`src/rtl/ir_nec_pkg.sv`:
```
// Shared NEC infrared definitions: FSM states, frame timing in 50 MHz clock
// cycles, and the field layout of the 32-bit frame word.
package ir_nec_pkg;

  localparam int NEC_LEAD_MARK  = 450000;
  localparam int NEC_LEAD_SPACE = 225000;
  localparam int NEC_REP_SPACE  = 112500;
  localparam int NEC_BIT_MARK   = 28125;
  localparam int NEC_ZERO_SPACE = 28125;
  localparam int NEC_ONE_SPACE  = 84375;
  localparam int NEC_GAP_LEN    = 2000000;
  localparam int NEC_CARR_HALF  = 658;

  // Phase counter width; must hold the longest phase (the 40 ms gap).
  localparam int PH_W = 21;

  // Frame word layout, transmitted LSB first.
  localparam int FLD_W          = 8;
  localparam int FLD_ADDR_LSB   = 0;
  localparam int FLD_ADDR_N_LSB = 8;
  localparam int FLD_CMD_LSB    = 16;
  localparam int FLD_CMD_N_LSB  = 24;
  localparam int LAST_BIT       = 31;

  typedef enum logic [2:0] {
    ST_IDLE   = 3'd0,
    ST_LEAD_M = 3'd1,
    ST_LEAD_S = 3'd2,
    ST_BIT_M  = 3'd3,
    ST_BIT_S  = 3'd4,
    ST_STOP_M = 3'd5,
    ST_GAP    = 3'd6
  } nec_state_e;

  // Mark states are the ones that pull the line low and light the LED.
  function automatic logic is_mark(nec_state_e s);
    return (s == ST_LEAD_M) || (s == ST_BIT_M) || (s == ST_STOP_M);
  endfunction

endpackage

```
`src/rtl/ir_carrier_gen.sv`:
```
// 38 kHz carrier for the IR LED. The carrier restarts high at every mark
// entry so each burst begins with a full high half-period; the output is
// registered and already gated with the mark enable.
module ir_carrier_gen
  import ir_nec_pkg::*;
#(
  parameter int CARR_HALF = NEC_CARR_HALF
) (
  input  logic i_clk,
  input  logic i_rst_n,
  input  logic i_en,
  input  logic i_restart,
  output logic o_carrier
);

  localparam int            CW = (CARR_HALF > 1) ? $clog2(CARR_HALF) : 1;
  localparam logic [CW-1:0] TC = CW'(CARR_HALF - 1);

  logic [CW-1:0] r_cnt;
  logic          r_phase;
  logic          r_led;

  // Half-period counter and phase; LED forced low whenever not enabled.
  always_ff @(posedge i_clk) begin
    if (!i_rst_n) begin
      r_cnt   <= '0;
      r_phase <= 1'b0;
      r_led   <= 1'b0;
    end else if (i_restart) begin
      r_cnt   <= '0;
      r_phase <= 1'b1;
      r_led   <= 1'b1;
    end else if (i_en) begin
      if (r_cnt == TC) begin
        r_cnt   <= '0;
        r_phase <= ~r_phase;
        r_led   <= ~r_phase;
      end else begin
        r_cnt   <= r_cnt + 1'b1;
        r_led   <= r_phase;
      end
    end else begin
      r_cnt   <= '0;
      r_phase <= 1'b0;
      r_led   <= 1'b0;
    end
  end

  assign o_carrier = r_led;

endmodule

```
`src/rtl/ir_nec_tx.sv`:
```
// NEC infrared transmitter: serialises a 32-bit frame or a repeat code into
// mark/space timing on a demodulated line plus a carrier-modulated LED drive.
//
// state   | meaning
// --------+---------------------------------------------------------
// IDLE    | ready, line high, waiting for iSEND / iREPEAT
// LEAD_M  | 9 ms leader mark
// LEAD_S  | leader space: 4.5 ms (frame) or 2.25 ms (repeat, r_rep=1)
// BIT_M   | 562.5 us bit mark
// BIT_S   | bit space, length set by current LSB of the shift register
// STOP_M  | 562.5 us trailing mark
// GAP     | enforced 40 ms idle space, oDONE on its last cycle
module ir_nec_tx
  import ir_nec_pkg::*;
#(
  parameter int LEAD_MARK  = NEC_LEAD_MARK,
  parameter int LEAD_SPACE = NEC_LEAD_SPACE,
  parameter int REP_SPACE  = NEC_REP_SPACE,
  parameter int BIT_MARK   = NEC_BIT_MARK,
  parameter int ZERO_SPACE = NEC_ZERO_SPACE,
  parameter int ONE_SPACE  = NEC_ONE_SPACE,
  parameter int GAP_LEN    = NEC_GAP_LEN,
  parameter int CARR_HALF  = NEC_CARR_HALF
) (
  input  logic        iCLK,
  input  logic        iRST_n,
  input  logic        iSEND,
  input  logic        iREPEAT,
  input  logic [31:0] iDATA,
  output logic        oREADY,
  output logic        oDONE,
  output logic        oIRDA,
  output logic        oIR_LED
);

  // Terminal counts: a phase ends when the counter reaches length-1.
  localparam logic [PH_W-1:0] LEAD_MARK_TC  = PH_W'(LEAD_MARK - 1);
  localparam logic [PH_W-1:0] LEAD_SPACE_TC = PH_W'(LEAD_SPACE - 1);
  localparam logic [PH_W-1:0] REP_SPACE_TC  = PH_W'(REP_SPACE - 1);
  localparam logic [PH_W-1:0] BIT_MARK_TC   = PH_W'(BIT_MARK - 1);
  localparam logic [PH_W-1:0] ZERO_SPACE_TC = PH_W'(ZERO_SPACE - 1);
  localparam logic [PH_W-1:0] ONE_SPACE_TC  = PH_W'(ONE_SPACE - 1);
  localparam logic [PH_W-1:0] GAP_TC        = PH_W'(GAP_LEN - 1);
  localparam logic [4:0]      LAST_IDX      = 5'(LAST_BIT);

  nec_state_e       r_state;
  nec_state_e       w_state_nxt;
  logic [PH_W-1:0]  r_cnt;
  logic [4:0]       r_bit_idx;
  logic [31:0]      r_shift;
  logic             r_rep;
  logic             r_irda;
  logic [PH_W-1:0]  w_tc;
  logic             w_last;
  logic             w_mark_cur;
  logic             w_mark_nxt;

  // Length of the phase currently running.
  always_comb begin
    w_tc = '0;
    case (r_state)
      ST_LEAD_M: w_tc = LEAD_MARK_TC;
      ST_LEAD_S: w_tc = r_rep ? REP_SPACE_TC : LEAD_SPACE_TC;
      ST_BIT_M:  w_tc = BIT_MARK_TC;
      ST_BIT_S:  w_tc = r_shift[0] ? ONE_SPACE_TC : ZERO_SPACE_TC;
      ST_STOP_M: w_tc = BIT_MARK_TC;
      ST_GAP:    w_tc = GAP_TC;
      default:   w_tc = '0;
    endcase
    w_last = (r_cnt == w_tc);
  end

  // Next-state decode and status outputs; iSEND wins over iREPEAT.
  always_comb begin
    w_state_nxt = r_state;
    oREADY      = 1'b0;
    oDONE       = 1'b0;
    case (r_state)
      ST_IDLE: begin
        oREADY = 1'b1;
        if (iSEND || iREPEAT) w_state_nxt = ST_LEAD_M;
      end
      ST_LEAD_M: if (w_last) w_state_nxt = ST_LEAD_S;
      ST_LEAD_S: if (w_last) w_state_nxt = r_rep ? ST_STOP_M : ST_BIT_M;
      ST_BIT_M:  if (w_last) w_state_nxt = ST_BIT_S;
      ST_BIT_S: begin
        if (w_last) w_state_nxt = (r_bit_idx == LAST_IDX) ? ST_STOP_M : ST_BIT_M;
      end
      ST_STOP_M: if (w_last) w_state_nxt = ST_GAP;
      ST_GAP: begin
        oDONE = w_last;
        if (w_last) w_state_nxt = ST_IDLE;
      end
      default: w_state_nxt = ST_IDLE;
    endcase
  end

  // State register.
  always_ff @(posedge iCLK) begin
    if (!iRST_n) r_state <= ST_IDLE;
    else         r_state <= w_state_nxt;
  end

  // Phase counter, bit shifter, repeat flag and the registered IRDA line.
  always_ff @(posedge iCLK) begin
    if (!iRST_n) begin
      r_cnt     <= '0;
      r_bit_idx <= '0;
      r_shift   <= '0;
      r_rep     <= 1'b0;
      r_irda    <= 1'b1;
    end else begin
      r_irda <= ~is_mark(w_state_nxt);

      if ((w_state_nxt != r_state) || (r_state == ST_IDLE)) r_cnt <= '0;
      else                                                  r_cnt <= r_cnt + 1'b1;

      if (r_state == ST_IDLE) begin
        if (iSEND) begin
          r_shift   <= iDATA;
          r_rep     <= 1'b0;
          r_bit_idx <= '0;
        end else if (iREPEAT) begin
          r_rep     <= 1'b1;
        end
      end

      if ((r_state == ST_BIT_S) && w_last && (r_bit_idx != LAST_IDX)) begin
        r_bit_idx <= r_bit_idx + 1'b1;
        r_shift   <= {1'b0, r_shift[31:1]};
      end
    end
  end

  assign w_mark_cur = is_mark(r_state);
  assign w_mark_nxt = is_mark(w_state_nxt);
  assign oIRDA      = r_irda;

  ir_carrier_gen #(
    .CARR_HALF (CARR_HALF)
  ) u_carrier (
    .i_clk     (iCLK),
    .i_rst_n   (iRST_n),
    .i_en      (w_mark_nxt),
    .i_restart (w_mark_nxt & ~w_mark_cur),
    .o_carrier (oIR_LED)
  );

endmodule

```
`config.mk`:
```
export PLATFORM = sky130hd
export DESIGN_NAME = ir_nec_tx
export DESIGN_NICKNAME = d
export VERILOG_FILES = /design/src/rtl/ir_nec_pkg.sv /design/src/rtl/ir_carrier_gen.sv /design/src/rtl/ir_nec_tx.sv
export SDC_FILE = /design/constraint.sdc
export NUM_CORES = 1
export LEC_CHECK = 0
export ABC_CLOCK_PERIOD_IN_PS = 6400
export CAP_MARGIN = 40
export CORE_MARGIN = 2
export CORE_UTILIZATION = 35
export CTS_BUF_LIST = sky130_fd_sc_hd__clkbuf_8
export CTS_CLUSTER_SIZE = 12
export DETAILED_ROUTE_END_ITERATION = 6
export HOLD_SLACK_MARGIN = 0.03
export PLACE_DENSITY = 0.58
export SYNTH_ARGS = -nofsm -noshare
export SYNTH_HDL_FRONTEND = slang
export SYNTH_SLANG_ARGS = --single-unit
```
`constraint.sdc`:
```
create_clock -name iCLK -period 6.4 [get_ports iCLK]
set_input_delay 0.64 -clock iCLK [delete_from_list [all_inputs] [get_ports iCLK]]
set_output_delay 0.64 -clock iCLK [all_outputs]
set_load 0.05 [all_outputs]
```
==> flow_summary_export.csv <==
group,metric,value,unit
outcome,outcome,"complete, no violations",
routing,antenna_left,0,
cells_and_area,drive_gt1_frac,0.0650,
timing,setup_violations,0,
synthesis,synth_xor_area_frac,0.0677,
synthesis,synth_top_area_frac,0.370,
setup_path,r2r-start,"r_state[2]$_SDFF_PN0_",
cts,cts_buffer_depth,2,
setup_path,crit_type,"flop to output port",
timing,hold_viol_final,0,
power,leakagePower,1.66,nW
setup_path,path_max_fanout,28,
timing,finClkSkew,0.0144,ns
job,maxCapViolCount,0,
routing,drtIter0Drc,137,
timing,rsz0062_at_grt,"no",
cells_and_area,area_growth,16.1,%
placement,hpwl,6210,um
timing,finalMaxSlewViolations,0,
floorplanning,coreArea,11300,um2
placement,gp_congestion,0.859,
synthesis,syn_nets,505,
grt,overflow,0,
grt,grt_pass1_vias,3123,
synthesis,synth.top_cells.by_area,"dfxtp_1 (37%), mux2i_1 (8.7%), nor2_1 (7.1%), a211oi_1 (6.6%), xor2_1 (4.6%)",
floorplanning,core.rowCount,39,
synthesis,synth_fa_ha_area_frac,0.0156,
synthesis,syn_avg_cell_area,8.64,um2
cells_and_area,num-nets-final,528,
grt,grt_usage,0.147,
cts,cts-root-buf,"clkbuf_8",
cts,post_cts_resized,0,
cells_and_area,design_area,4650,um2
routing,drc,0,
floorplanning,start_util,0.354,
setup_path,cp_data_required_time,5.76,ns
floorplanning,ios,40,
synthesis,synth_compound_area_frac,0.160,
synthesis,yosys.area.top_type,"dfxtp_1",
setup_path,end_kind,"output port",
synthesis,yosys.cell_count.top_type,"nor2_1",
floorplanning,dieWidth,111,um
routing,wl,8730,um
grt,grt_antenna_before_repair,0,
floorplanning,die-area,12300,um2
cells_and_area,diodes,0,
power,irDropWorstVdd,0.132,mV
worst_hold_path,hold_start,"r_bit_idx[4]$_SDFFE_PN0P_",
synthesis,synth_mux_area_frac,0.0902,
routing,wl_per_cell,13.7,um
synthesis,postSynthCellCount,464,
timing,relSlewSlack,0.419,
placement,port_buffers,39,
grt,grt_max_degree,50,
setup_path,arrival,4.06,ns
power,powerDensity,198,nW/um2
routing,first_pass_iters,4,
synthesis,synthSimpleGateAreaFrac,0.244,
placement,place_area,4470,um2
worst_hold_path,hp-class,"flop to flop",
synthesis,synth-seq-cells,74,
timing,fmaxAchievable,0.213,GHz
routing,vias_per_cell,5.20,
synthesis,synthTopCellsByCount,"nor2_1 (76), dfxtp_1 (74), a211oi_1 (35), mux2i_1 (35), nand3_1 (27)",
synthesis,syn-cell-area,4010,um2
setup_path,start_kind,"flop",
grt,grt_first_pass_wirelength,15100,um
cts,post-cts-setup-buffer-count,0,
setup_path,cp-startpoint,"r_state[2]$_SDFF_PN0_",
cts,clk_pin_slew,0.08,ns
synthesis,yosysWarnings,0,
timing,fin_crit_sh,0.734,
timing,worst_pin_slew,0.870,ns
cts,cts_hold_buf,0,
synthesis,synth_top_family_by_area,"simple AND/OR/NAND/NOR gates",
floorplanning,chipHeight,111,um
routing,vias,3299,
synthesis,synth-edff-count,0,
synthesis,ys_types,64,
cts,clkLatencyLatePin,0.35,ns
cells_and_area,fill_cells,1144,
cts,htreeDepth,3,
cts,cts.sinks,74,
synthesis,synth_seq_area_share,0.370,
cts,cts_tree,"done",
cts,cts_buffers,9,
synthesis,synthFlopType,"dfxtp_1",
synthesis,synth-async-reset-ratio,0,
timing,finalSetupTns,0,ns
timing,post-route-min-period,4.70,ns
cells_and_area,post-route-util,0.411,
## routing by layer
metal,global-route usage,vias up,routed length (um)
met3,0.0508,10,553
met1,0.188,1517,4090
met2,0.238,66,3970
li1,-,1706,-
met4,0.0420,0,108
met5,0,-,0
## cells by family (layout without fill, tap and decap cells)
logic type               after synthesis  count (layout)
AO/OA/AOI/OAI                         85              85
XOR/XNOR                              31              31
adder cells (fa/ha/maj)                5               5
buffers and inverters                 43              71
flip-flops                            74              74
multiplexers                          36              36
AND/OR/NAND/NOR                      190             190
## sequential cells by signal, summed over array words and instances (netlist names)
signal / cells
oIRDA: 1
r_bit_idx: 5
r_cnt: 21
r_rep: 1
r_shift: 32
r_state: 3
u_carrier.r_cnt: 10
u_carrier.r_phase: 1
## power by group
part	internal (mW)	leakage [nW]	switching, mW
registers	0.475	0.602	0.0120
clock network	0.160	0.0965	0.172
logic	0.0545	0.963	0.0484
total	0.689	1.66	0.232
## critical path: stages, from the launching register on
cell,delay [ns]
dfxtp_1,0.89
inv_1,0.33
a31o_1,0.29
o32a_1,0.31
a2111oi_4,0.43
nand3_1,0.39
nor2_1,0.23
clkdlybuf4s50_1,0.83
## cells in the final DEF, fill, tap and decap left out, types with 7 or more instances in the layout
cell and n:
a211oi_1 35, a21oi_1 9, and3_1 7, clkbuf_8 11
clkdlybuf4s50_1 39, dfxtp_1 74, inv_1 12, mux2i_1 35
nand2_1 16, nand2b_1 9, nand3_1 27, nor2_1 76
nor3_1 9, o21ai_0 7, xnor2_1 10, xor2_1 21
## metrics by stage
stage          setup slack, ns  instances  hold WS (ns)  power (mW)
5_1_grt                   1.45        635         0.519       0.966
4_1_cts                   1.70        635         0.476       0.939
3_3_place_gp              2.04        616         0.454       0.596
6_report                  1.70        635         0.477       0.921
3_5_place_dp              2.09        619         0.465       0.601
2_1_floorplan             3.22        464         0.448       0.562
## area by class of cell
| cell class | count | area [um2] | share of cell area |
|---|---|---|---|
| repair buffers | 44 | 455 | 0.0978 |
| clock buffers | 11 | 151 | 0.0325 |
| inverters | 11 | 41.3 | 0.00887 |
| clock inverters | 5 | 30.0 | 0.00645 |
| flip-flops and latches | 74 | 1480 | 0.318 |
| multi-input cells | 347 | 2320 | 0.498 |
| well taps | 143 | 179 | 0.0384 |
## path summary, 6_finish.rpt
check / to / slack, ns / cells after the start
setup / recovery: oDONE / 1.70 / 7
hold / removal: r_bit_idx[4]$_SDFFE_PN0P_ / 0.48 / 2
setup reg to reg: r_shift[20]$_SDFFE_PN0P_ / 2.54 / 7
hold reg to reg: r_bit_idx[4]$_SDFFE_PN0P_ / 0.48 / 2
(Power assumes the default switching activity.)
